--- src/rtl/dac_feedback_writer_if.sv ---
// Bus between the PI controller stage and the DAC feedback writer.
// Ports: sample input (data_in/data_in_valid), slew controls, serial DAC pins, status outputs.
// master = controller/bench side, slave = writer side.
interface dac_feedback_writer_if #(
  parameter int DATA_BITSIZE = 16
);
  logic [DATA_BITSIZE-1:0] data_in;
  logic                    data_in_valid;
  logic                    slew_enable;
  logic [DATA_BITSIZE-1:0] slew_step;
  logic                    dac_sclk;
  logic                    dac_sync_n;
  logic                    dac_sdin;
  logic                    busy;
  logic [DATA_BITSIZE-1:0] data_out;
  logic                    data_out_valid;
  logic [15:0]             dropped_count;

  modport master (
    output data_in, data_in_valid, slew_enable, slew_step,
    input  dac_sclk, dac_sync_n, dac_sdin, busy, data_out, data_out_valid, dropped_count
  );

  modport slave (
    input  data_in, data_in_valid, slew_enable, slew_step,
    output dac_sclk, dac_sync_n, dac_sdin, busy, data_out, data_out_valid, dropped_count
  );
endinterface

--- src/rtl/dac_feedback_writer.sv ---
// Slew-limited serial DAC writer: sends {DAC_COMMAND, code} as a 24-bit frame per feedback sample.
// Latency: accepted IDLE sample -> data_out_valid in 2+48*SCLK_DIV cycles; busy until SYNC_GAP ends.
// No backpressure: samples arriving while busy land in a one-entry pending slot, newest wins, overwrites counted.
// Ports: clk, reset (sync, active-high), bus (slave modport: sample in, slew controls, DAC pins, status).
module dac_feedback_writer #(
  parameter int         DATA_BITSIZE  = 16,
  parameter int         SCLK_DIV      = 4,
  parameter logic [7:0] DAC_COMMAND   = 8'h30,
  parameter int         OFFSET_BINARY = 1,
  parameter int         SYNC_GAP      = 4
) (
  input  logic                 clk,
  input  logic                 reset,
  dac_feedback_writer_if.slave bus
);
  localparam int          W        = DATA_BITSIZE;
  localparam int          GAP_CYC  = (SYNC_GAP < 1) ? 1 : SYNC_GAP;
  localparam logic [7:0]  DIV_LAST = 8'(SCLK_DIV - 1);
  localparam logic [15:0] GAP_LAST = 16'(GAP_CYC - 1);

  typedef enum logic [1:0] {S_IDLE, S_LOAD, S_SHIFT, S_GAP} state_t;

  state_t        state_q;
  logic [W-1:0]  target_q, pend_q, new_q, data_out_q;
  logic          pend_vld_q;
  logic [15:0]   dropped_q;
  logic [23:0]   shreg_q;
  logic [4:0]    bit_q;
  logic [7:0]    div_q;
  logic          high_q;
  logic [15:0]   gap_q;
  logic          sclk_q, sync_n_q, sdin_q, busy_q, dv_q;

  logic signed [W:0] delta_d, step_d, clamp_d;
  logic [W-1:0]      new_d, code_d;
  logic [23:0]       frame_d;

  // Delta is taken one bit wider so a full-scale swing (e.g. 7FFF -> 8000) cannot wrap.
  // The clamped delta always lies between 0 and the true delta, so the sum fits in W bits.
  always_comb begin
    delta_d = $signed({target_q[W-1], target_q}) - $signed({data_out_q[W-1], data_out_q});
    step_d  = $signed({1'b0, bus.slew_step});
    clamp_d = delta_d;
    if (bus.slew_enable) begin
      if (delta_d > step_d)       clamp_d = step_d;
      else if (delta_d < -step_d) clamp_d = -step_d;
    end
    new_d  = W'({data_out_q[W-1], data_out_q} + clamp_d);
    code_d = new_d;
    if (OFFSET_BINARY != 0) code_d[W-1] = ~new_d[W-1];
    // Top 16 bits of {code, zeros}: narrow words are right-padded with zeros.
    frame_d = {DAC_COMMAND, 16'({code_d, 16'h0000} >> W)};
  end

  always_ff @(posedge clk) begin
    if (reset) begin
      state_q    <= S_IDLE;
      target_q   <= '0;
      pend_q     <= '0;
      pend_vld_q <= 1'b0;
      new_q      <= '0;
      data_out_q <= '0;
      dropped_q  <= '0;
      shreg_q    <= '0;
      bit_q      <= '0;
      div_q      <= '0;
      high_q     <= 1'b0;
      gap_q      <= '0;
      sclk_q     <= 1'b1;
      sync_n_q   <= 1'b1;
      sdin_q     <= 1'b0;
      busy_q     <= 1'b0;
      dv_q       <= 1'b0;
    end else begin
      dv_q <= 1'b0;

      if (bus.data_in_valid && state_q != S_IDLE) begin
        pend_q     <= bus.data_in;
        pend_vld_q <= 1'b1;
        if (pend_vld_q && dropped_q != 16'hFFFF) dropped_q <= dropped_q + 16'd1;
      end

      case (state_q)
        S_IDLE: begin
          if (pend_vld_q) begin
            // Older pending sample goes first; a same-cycle sample takes its slot.
            target_q   <= pend_q;
            pend_vld_q <= bus.data_in_valid;
            if (bus.data_in_valid) pend_q <= bus.data_in;
            state_q    <= S_LOAD;
            busy_q     <= 1'b1;
          end else if (bus.data_in_valid) begin
            target_q <= bus.data_in;
            state_q  <= S_LOAD;
            busy_q   <= 1'b1;
          end
        end
        S_LOAD: begin
          new_q    <= new_d;
          sdin_q   <= frame_d[23];
          shreg_q  <= {frame_d[22:0], 1'b0};
          sclk_q   <= 1'b1;
          sync_n_q <= 1'b0;
          div_q    <= '0;
          high_q   <= 1'b1;
          bit_q    <= '0;
          state_q  <= S_SHIFT;
        end
        S_SHIFT: begin
          if (div_q != DIV_LAST) begin
            div_q <= div_q + 8'd1;
          end else begin
            div_q <= '0;
            if (high_q) begin
              high_q <= 1'b0;
              sclk_q <= 1'b0;
            end else if (bit_q == 5'd23) begin
              state_q    <= S_GAP;
              sync_n_q   <= 1'b1;
              sclk_q     <= 1'b1;
              sdin_q     <= 1'b0;
              data_out_q <= new_q;
              dv_q       <= 1'b1;
              gap_q      <= GAP_LAST;
            end else begin
              bit_q   <= bit_q + 5'd1;
              high_q  <= 1'b1;
              sclk_q  <= 1'b1;
              sdin_q  <= shreg_q[23];
              shreg_q <= {shreg_q[22:0], 1'b0};
            end
          end
        end
        S_GAP: begin
          if (gap_q == 16'd0) begin
            state_q <= S_IDLE;
            busy_q  <= 1'b0;
          end else begin
            gap_q <= gap_q - 16'd1;
          end
        end
        default: state_q <= S_IDLE;
      endcase
    end
  end

  assign bus.dac_sclk       = sclk_q;
  assign bus.dac_sync_n     = sync_n_q;
  assign bus.dac_sdin       = sdin_q;
  assign bus.busy           = busy_q;
  assign bus.data_out       = data_out_q;
  assign bus.data_out_valid = dv_q;
  assign bus.dropped_count  = dropped_q;
endmodule

--- src/flat_wrapper.sv ---
// flat-port wrapper written by rule: the top's interface ports become plain ports
module dac_feedback_writer_flat 
#(
  parameter int         DATA_BITSIZE  = 16,
  parameter int         SCLK_DIV      = 4,
  parameter logic [7:0] DAC_COMMAND   = 8'h30,
  parameter int         OFFSET_BINARY = 1,
  parameter int         SYNC_GAP      = 4
)
  (clk, reset, bus_data_in, bus_data_in_valid, bus_slew_enable, bus_slew_step, bus_dac_sclk, bus_dac_sync_n, bus_dac_sdin, bus_busy, bus_data_out, bus_data_out_valid, bus_dropped_count);
  dac_feedback_writer_if #(.DATA_BITSIZE(DATA_BITSIZE)) bus_i ();
  input  logic clk;
  input  logic reset;
  input wire logic [$bits(bus_i.data_in)-1:0] bus_data_in;
  input wire logic [$bits(bus_i.data_in_valid)-1:0] bus_data_in_valid;
  input wire logic [$bits(bus_i.slew_enable)-1:0] bus_slew_enable;
  input wire logic [$bits(bus_i.slew_step)-1:0] bus_slew_step;
  output wire logic [$bits(bus_i.dac_sclk)-1:0] bus_dac_sclk;
  output wire logic [$bits(bus_i.dac_sync_n)-1:0] bus_dac_sync_n;
  output wire logic [$bits(bus_i.dac_sdin)-1:0] bus_dac_sdin;
  output wire logic [$bits(bus_i.busy)-1:0] bus_busy;
  output wire logic [$bits(bus_i.data_out)-1:0] bus_data_out;
  output wire logic [$bits(bus_i.data_out_valid)-1:0] bus_data_out_valid;
  output wire logic [$bits(bus_i.dropped_count)-1:0] bus_dropped_count;
  assign bus_i.data_in = bus_data_in;
  assign bus_i.data_in_valid = bus_data_in_valid;
  assign bus_i.slew_enable = bus_slew_enable;
  assign bus_i.slew_step = bus_slew_step;
  assign bus_dac_sclk = bus_i.dac_sclk;
  assign bus_dac_sync_n = bus_i.dac_sync_n;
  assign bus_dac_sdin = bus_i.dac_sdin;
  assign bus_busy = bus_i.busy;
  assign bus_data_out = bus_i.data_out;
  assign bus_data_out_valid = bus_i.data_out_valid;
  assign bus_dropped_count = bus_i.dropped_count;
  dac_feedback_writer #(.DATA_BITSIZE(DATA_BITSIZE), .SCLK_DIV(SCLK_DIV), .DAC_COMMAND(DAC_COMMAND), .OFFSET_BINARY(OFFSET_BINARY), .SYNC_GAP(SYNC_GAP)) u_core (.clk(clk), .reset(reset), .bus(bus_i));
endmodule
--- config.mk ---
export PLATFORM = sky130hd
export DESIGN_NAME = dac_feedback_writer_flat
export DESIGN_NICKNAME = d
export VERILOG_FILES = /design/src/rtl/dac_feedback_writer_if.sv /design/src/rtl/dac_feedback_writer.sv /design/src/flat_wrapper.sv
export SDC_FILE = /design/constraint.sdc
export NUM_CORES = 1
export LEC_CHECK = 0
export ABC_AREA = 1
export CORE_MARGIN = 2
export CORE_UTILIZATION = 40
export DETAILED_ROUTE_END_ITERATION = 7
export PLACE_DENSITY = 0.7
export SKIP_CTS_REPAIR_TIMING = 1
export SLEW_MARGIN = 20
export SYNTH_ARGS = -nofsm -noshare
export SYNTH_HDL_FRONTEND = slang
export SYNTH_SLANG_ARGS = --single-unit
--- constraint.sdc ---
create_clock -name clk -period 16.05 [get_ports clk]
set_input_delay 4.0125 -clock clk [delete_from_list [all_inputs] [get_ports clk]]
set_output_delay 4.0125 -clock clk [all_outputs]
set_load 0.01 [all_outputs]
# == After elaboration in Yosys (flattened, before gate mapping) ==
# Index checks and enable logic that the tools add are counted.
# W data, S select, Z words.
# classes
n_addsub,7
n_mul,0
div_mod_pow,0
magnitude_cmp,2
eq_ne,13
shift,0
n_mux,54
n_bitwise,4
reduce_logical,20
# op_table
op,n
$mux W16,13
$mux W24,3
$pmux W24 S2,1
$pmux W16 S2,1
$mux W1,18
$gt A17 B17 Y1,1
$lt A17 B17 Y1,1
$neg A16 Y17,1
$sub A16 B16 Y17,1
$add A16 B1 Y16 const B,1
$add A16 B16 Y16,1
$logic_not A16 Y1,1
$ne A16 B16 Y1 const B,1
$pmux W8 S2,1
$sub A16 B1 Y16 const B,1
$mux W5,3
$mux W2,6
$reduce_and A4 Y1,3
$pmux W1 S2,5
$pmux W5 S2,1
$reduce_and A5 Y1,2
$reduce_bool A2 Y1,5
$add A8 B1 Y8 const B,1
$mux W8,1
other kinds (15),27
# totals
ff_bits,142
latch_bits,0
mem_bits_rw,0
rom_bits,0
input_bits,36
output_inout_bits,37
wordCells,117
memories,0

# == Logic depth before layout (Yosys ltp) ==
# Gate-level depths: netlist of run 1.
# depth
word_depth,8
depth_mapped,47
ltp_nobuf,46

# == Least setup slack after synthesis of run 1 ==
# No wires, ideal clock.
# synth_timing
path_kind,input to register
from,in bus_slew_step[1]
to,reg u_core.shreg_q[14]
setup_ns,0.132
arrival_ns,8.474
t_required_ns,15.918
slack_ns,7.443
path_stages,41
path_buffers,1
cell_sequence,inv_1 > ha_1 > nand3_1 > nor2_1 > nand2_1 > nor2_1 > inv_1 > nor2_1 > inv_1 > nor3_1 > nand3_1 > nor2_1 > ha_1 > inv_1 > nor3_1 > a211oi_1 > nand2_1 > nand2_1 > (+5 left out) > a2bb2oi_1 > ha_1 > nand3_1 > nand3_1 > a21oi_1 > o21bai_1 > nand3_1 > nand2_1 > a21oi_1 > nor2_1 > nor2_1 > o21ai_0 > nand3_1 > nand2_1 > nand2_1 > nand2_1 > o21ai_0 > a21oi_1
# synth_via
elab_chain_len,7
word_cells_on_any_way,8
cone_classes,add/sub: 2; order compare: 2; mux: 4
# synth_lines
item,line_no,text
"start, declared",flat_wrapper.sv:17,input wire logic [$bits(bus_i.slew_step)-1:0] bus_slew_step;
$neg A16 Y17,dac_feedback_writer.sv:46,else if (delta_d < -step_d) clamp_d = -step_d;
$lt A17 B17 Y1,dac_feedback_writer.sv:46,
$mux W16,dac_feedback_writer.sv:46,
$mux W16 *,dac_feedback_writer.sv:45,if (delta_d > step_d) clamp_d = step_d;
$mux W16 *,dac_feedback_writer.sv:44,if (bus.slew_enable) begin
$add A16 B16 Y16 *,dac_feedback_writer.sv:48,"new_d = W'({data_out_q[W-1], data_out_q} + clamp_d);"
$pmux W24 S2 *,dac_feedback_writer.sv:83,case (state_q)
"end signal, assigned",dac_feedback_writer.sv:101,"shreg_q <= {frame_d[22:0], 1'b0};"
"end signal, assigned",dac_feedback_writer.sv:130,"shreg_q <= {shreg_q[22:0], 1'b0};"
"end, declared",dac_feedback_writer.sv:27,logic [23:0] shreg_q;
# Mark *: on every way between the ends. The rest lies on a longest branch, timed or not.
# A chain may end at the register's enable or synchronous reset.

# == Worst setup path in the final report of run 1 ==
# layout_timing
from,in bus_slew_step[0]
to,reg u_core.shreg_q[14]
# Same word-level chain as after synthesis.

==> results of run 1 <==
==> routing by layer <==
metal	wire [µm]	GRT usage, %
met2	9560	29.8
met5	0	0
met3	746	3.13
met1	10600	25.3
met4	427	6.45
==> Yosys cell counts (9+ instances only) <==
cell      count
o21ai_0     110
clkbuf_1     38
dfxtp_1     141
nand3_1      51
o211ai_1     15
nand2_1     199
a211oi_1     21
a31oi_1      10
a21oi_1     144
xnor2_1       9
nand4_1      16
nor2_1      144
ha_1         71
xor2_1       22
nor3_1       28
inv_1       179
nand3_2       9
==> worst min-delay path by stage <==
stage | depth (start not counted) | to | startpoint
after floorplan | 2 | u_core.shreg_q[21] | u_core.shreg_q[21]
after global placement | 2 | u_core.shreg_q[22] | u_core.shreg_q[21]
after detailed placement | 2 | u_core.shreg_q[20] | u_core.shreg_q[20]
after CTS | 2 | u_core.shreg_q[20] | u_core.shreg_q[20]
after global routing | 2 | u_core.shreg_q[17] | u_core.shreg_q[17]
final | 2 | u_core.shreg_q[20] | u_core.shreg_q[20]
==> power by group through the flow <==
stage / registers [W] / clock network (W) / logic [W]
finish: 0.000485 / 0.000388 / 0.00117
global route: 0.000494 / 0.000411 / 0.00133
CTS: 0.000484 / 0.000396 / 0.00116
detailed placement: 0.000490 / 0 / 0.00115
global placement: 0.000490 / 0 / 0.00113
floorplan: 0.000475 / 0 / 0.000922
==> logic make-up (layout without fill, tap and decap cells) <==
logic type | count (synthesis) | after routing | synth area share [%]
adders and majority gates | 73 | 73 | 10.6
xor gates and xnor gates | 32 | 32 | 3.27
and+or+nand+nor | 477 | 477 | 24.0
DFF | 141 | 141 | 32.1
AOI/OAI and AO/OA | 325 | 325 | 20.5
buffers and inverters | 224 | 290 | 9.65
==> worst max-delay path, delay by kind of cell <==
kind            cells  cell delay, ps
buf+inv             6            1050
compound gates     10            1730
simple gates       21            2440
fa+ha+maj           3             660
==> area by class of cell <==
class	instances	area, µm²	share of cell area, %
Clock buffer	18	439	4.26
Clock inverter	14	150	1.45
Inverter	182	683	6.62
Multi-Input combinational cell	907	5130	49.7
Sequential cell	141	2820	27.3
Tap cell	280	350	3.39
Timing Repair Buffer	76	746	7.23
==> through the flow <==
step	setup WS (ps)	instance area [µm²]
finish	6450	10300
global route	5870	10300
CTS	6570	10300
detailed placement	6130	9730
global placement	6410	9730
floorplan	7440	8790
==> impl_metrics.yaml, run 1 <==
status:
  status: "complete, no violations"
clock_tree:
  tritoncts: "built"
  insertion_delay_ps: 430
  cts.sinks: 141
  cts_root_buffer: "clkbuf_16"
  cts-buffers-inserted: 17
  path_clk_slew_ps: 60
  cts_max_level: 4
  clockBufferDepth: 2
timing:
  fin_worst_skew_ps: 22.0
  rsz0062_at_grt: "no"
  max_clock_freq_mhz: 104
  worst_pin_slew_ps: 815
  final-hold-violation-count: 0
  maxSlewHeadroom_pct: 45.1
  setup_violations: 0
  final.setup.tns_ps: 0
  whs_ps: 458
  drv_slew: 0
  fin_crit_sh_pct: 59.8
  fin_crit_ps: 9600
setup_path:
  cp_max_fo: 16
  setup.worst_path.class: "in -> reg"
  crit_end: "u_core.shreg_q[14]"
  reg2reg_to: "u_core.new_q[14]"
  cp_slowest_cell: "clkdlybuf4s50_1"
  regToRegSetupSlack_ps: 9700
  cp_data_required_time_ps: 16350
  rr_worst_depth: 36
  critPathLaunchType: "input port"
  reg2reg_from: "u_core.target_q[0]"
  cpPeakStageDelay_ps: 450
  crit_arrival_ps: 9900
  crit_path_start: "bus_slew_step[0]"
  end_kind: "register"
yosys:
  synth_cell_type_count: 46
  netlist_top_cells_area: "dfxtp_1, ha_1, nand2_1, a21oi_1, inv_1"
  synthCells: 1272
  synth_warnings: 0
  yosysTopAreaCellShare_pct: 32.1
  async_flop_share_pct: 0
  syn_nets: 1381
  yosysSeqAreaShare_pct: 32.1
  avgSynthCellArea_um2: 6.91
  syn_area_um2: 8790
  synth_seq_cells: 141
  synth_edf_count: 0
  dominantRegCellSynth: "dfxtp_1"
  yosys.area.top_type: "dfxtp_1"
die:
  die_area_um2: 23200
  rows: 54
  dieHeight_um: 152
  start_util_pct: 40.5
  die_width_um: 152
  core-area_um2: 21700
  ios: 73
finish:
  layout_common_cells: "nand2_1, inv_1, a21oi_1, nor2_1, dfxtp_1"
  fin_cells: 1618
  fin_nets: 1434
  drive_gt1_share_pct: 5.61
  fin_util_pct: 47.6
  diodes: 0
  area_delta_synth_final_pct: 17.4
  fillers: 2118
  layout_commonest_cell: "nand2_1"
global_route:
  antenna_found_initial: 0
  grt_pass1_vias: 7599
  grt_max_degree: 69
  grt_pass1_wl_mm: 36.0
  grtUsageTotal_pct: 18.6
  overflow: 0
power:
  p_clk_share_pct: 19.0
  p_total_w: 0.00204
  p_leak_nw: 4.67
  power_frac_comb_pct: 57.2
  seqPwrFrac_pct: 23.8
  ir_drop_uv: 87.8
  swShare_pct: 47.8
  p_int_w: 0.00106
  powerDensity_nw_per_um2: 198
  p_sw_w: 0.000974
routing:
  via_per_inst: 5.09
  routedWlPerCell_um: 13.2
  wl_mm: 21.3
  antenna_left: 0
  drc: 0
  drtIter0Drc: 501
  vias: 8230
  dr.pass1.iters: 5
min_path:
  min_path_type: "reg -> reg"
place:
  port_buffers: 72
  dp_hpwl_mm: 16.1
  routabilityCongestion: 0.912
  placed_cells: 1586
run:
  maxCapViolations: 0
Power figures use the tool's default switching activity.
==> inputs of run 2 (changes only) <==
Settings changed: PLACE_DENSITY 0.7 to 0.72.
Clock period 16.05 ns to 8.75 ns, I/O delays scaled along.
==> impl_metrics.yaml, run 2 (synthesis gave the netlist of run 1 again) <==
die:
  ios: 73
  rows: 54
  die_area_um2: 23200
  die_width_um: 152
  start_util_pct: 40.5
  dieHeight_um: 152
  core-area_um2: 21700
status:
  status: "complete, no violations"
setup_path:
  regToRegSetupSlack_ps: 2420
  cp_slowest_cell: "clkdlybuf4s50_1"
  cpPeakStageDelay_ps: 440
  setup.worst_path.class: "in -> reg"
  cp_data_required_time_ps: 9010
  crit_arrival_ps: 7980
  end_kind: "register"
  path_common_cell: "nand2_1"
  cp_max_fo: 16
  rr_worst_depth: 34
  critPathLaunchType: "input port"
finish:
  area_delta_synth_final_pct: 17.2
  fin_nets: 1433
  drive_gt1_share_pct: 5.53
  fillers: 2134
  diodes: 0
  fin_util_pct: 47.5
  layout_common_cells: "nand2_1, inv_1, a21oi_1, nor2_1, dfxtp_1"
  layout_commonest_cell: "nand2_1"
run:
  maxCapViolations: 0
clock_tree:
  cts.sinks: 141
  tritoncts: "built"
  clockBufferDepth: 2
  cts_root_buffer: "clkbuf_16"
  insertion_delay_ps: 430
  cts_max_level: 4
  path_clk_slew_ps: 60
  cts-buffers-inserted: 17
timing:
  drv_slew: 0
  fin_crit_sh_pct: 88.2
  fin_worst_skew_ps: 7.58
  setup_violations: 0
  worst_pin_slew_ps: 1020
  rsz0062_at_grt: "no"
  maxSlewHeadroom_pct: 32.2
  final.setup.tns_ps: 0
  fin_crit_ps: 7720
  final-hold-violation-count: 0
  max_clock_freq_mhz: 130
  whs_ps: 457
routing:
  via_per_inst: 5.07
  drc: 0
  antenna_left: 0
  dr.pass1.iters: 5
  vias: 8201
  wl_mm: 21.1
  drtIter0Drc: 478
  routedWlPerCell_um: 13.1
global_route:
  grt_pass1_vias: 7413
  grtUsageTotal_pct: 18.2
  overflow: 0
  grt_pass1_wl_mm: 35.5
  grt_max_degree: 70
  antenna_found_initial: 0
min_path:
  min_path_type: "reg -> reg"
  hold_depth: 2
place:
  port_buffers: 72
  dp_hpwl_mm: 16.0
  routabilityCongestion: 0.904
power:
  p_leak_nw: 4.65
  ir_drop_uv: 167
  powerDensity_nw_per_um2: 361
run 2: final timing paths:
| path | start | endpoint |
|---|---|---|
| worst max-delay path | bus_slew_step[0] | u_core.shreg_q[14] |
| worst max register to register | u_core.target_q[0] | u_core.shreg_q[15] |
| worst min register to register | u_core.shreg_q[21] | u_core.shreg_q[21] |
| worst min-delay path | u_core.shreg_q[21] | u_core.shreg_q[21] |
run 2: layout make-up:
cell class	instances	area, µm²	share of cell area [%]
multi-input cells	907	5130	49.8
flip-flops and latches	141	2820	27.4
repair buffers	75	738	7.16
inverters	182	683	6.63
clock buffers	17	425	4.13
well taps	280	350	3.40
clock inverters	15	154	1.49
run 2: stage by stage:
stage / area (µm²) / setup WS, ps / std cells / power (W)
after floorplan: 8790 / 1970 / 1272 / 0.00256
after global placement: 9720 / 884 / 1585 / 0.00296
after detailed placement: 9720 / 667 / 1585 / 0.00301
after CTS: 10300 / 1100 / 1617 / 0.00373
after global routing: 10300 / 67.5 / 1617 / 0.00409
final: 10300 / 1030 / 1617 / 0.00372
run 2: power by group:
| part | leakage [nW] | total (W) | internal (W) | switching [W] |
|---|---|---|---|---|
| clock network | 0.275 | 0.000704 | 0.000400 | 0.000304 |
| registers | 1.15 | 0.000889 | 0.000791 | 0.0000977 |
| logic | 3.23 | 0.00213 | 0.000753 | 0.00137 |
| total | 4.65 | 0.00372 | 0.00194 | 0.00178 |
run 2: layer usage:
metal  global-route usage (%)  vias up  routed length (µm)  part of all wire, %
li1                         -     4337                   -                    -
met3                     3.98       19                 787                  3.7
met4                     4.45        0                 261                  1.2
met5                        0        -                   0                    0
met2                     29.5      128                9670                   46
met1                     24.8     3717               10400                   49
run 2: worst max-delay path: cells and delay by family:
| family | cells | cell delay [ps] |
|---|---|---|
| and+or+nand+nor | 23 | 2300 |
| AOI/OAI and AO/OA | 11 | 1790 |
| buffers and inverters | 5 | 910 |
| adders and majority gates | 3 | 770 |
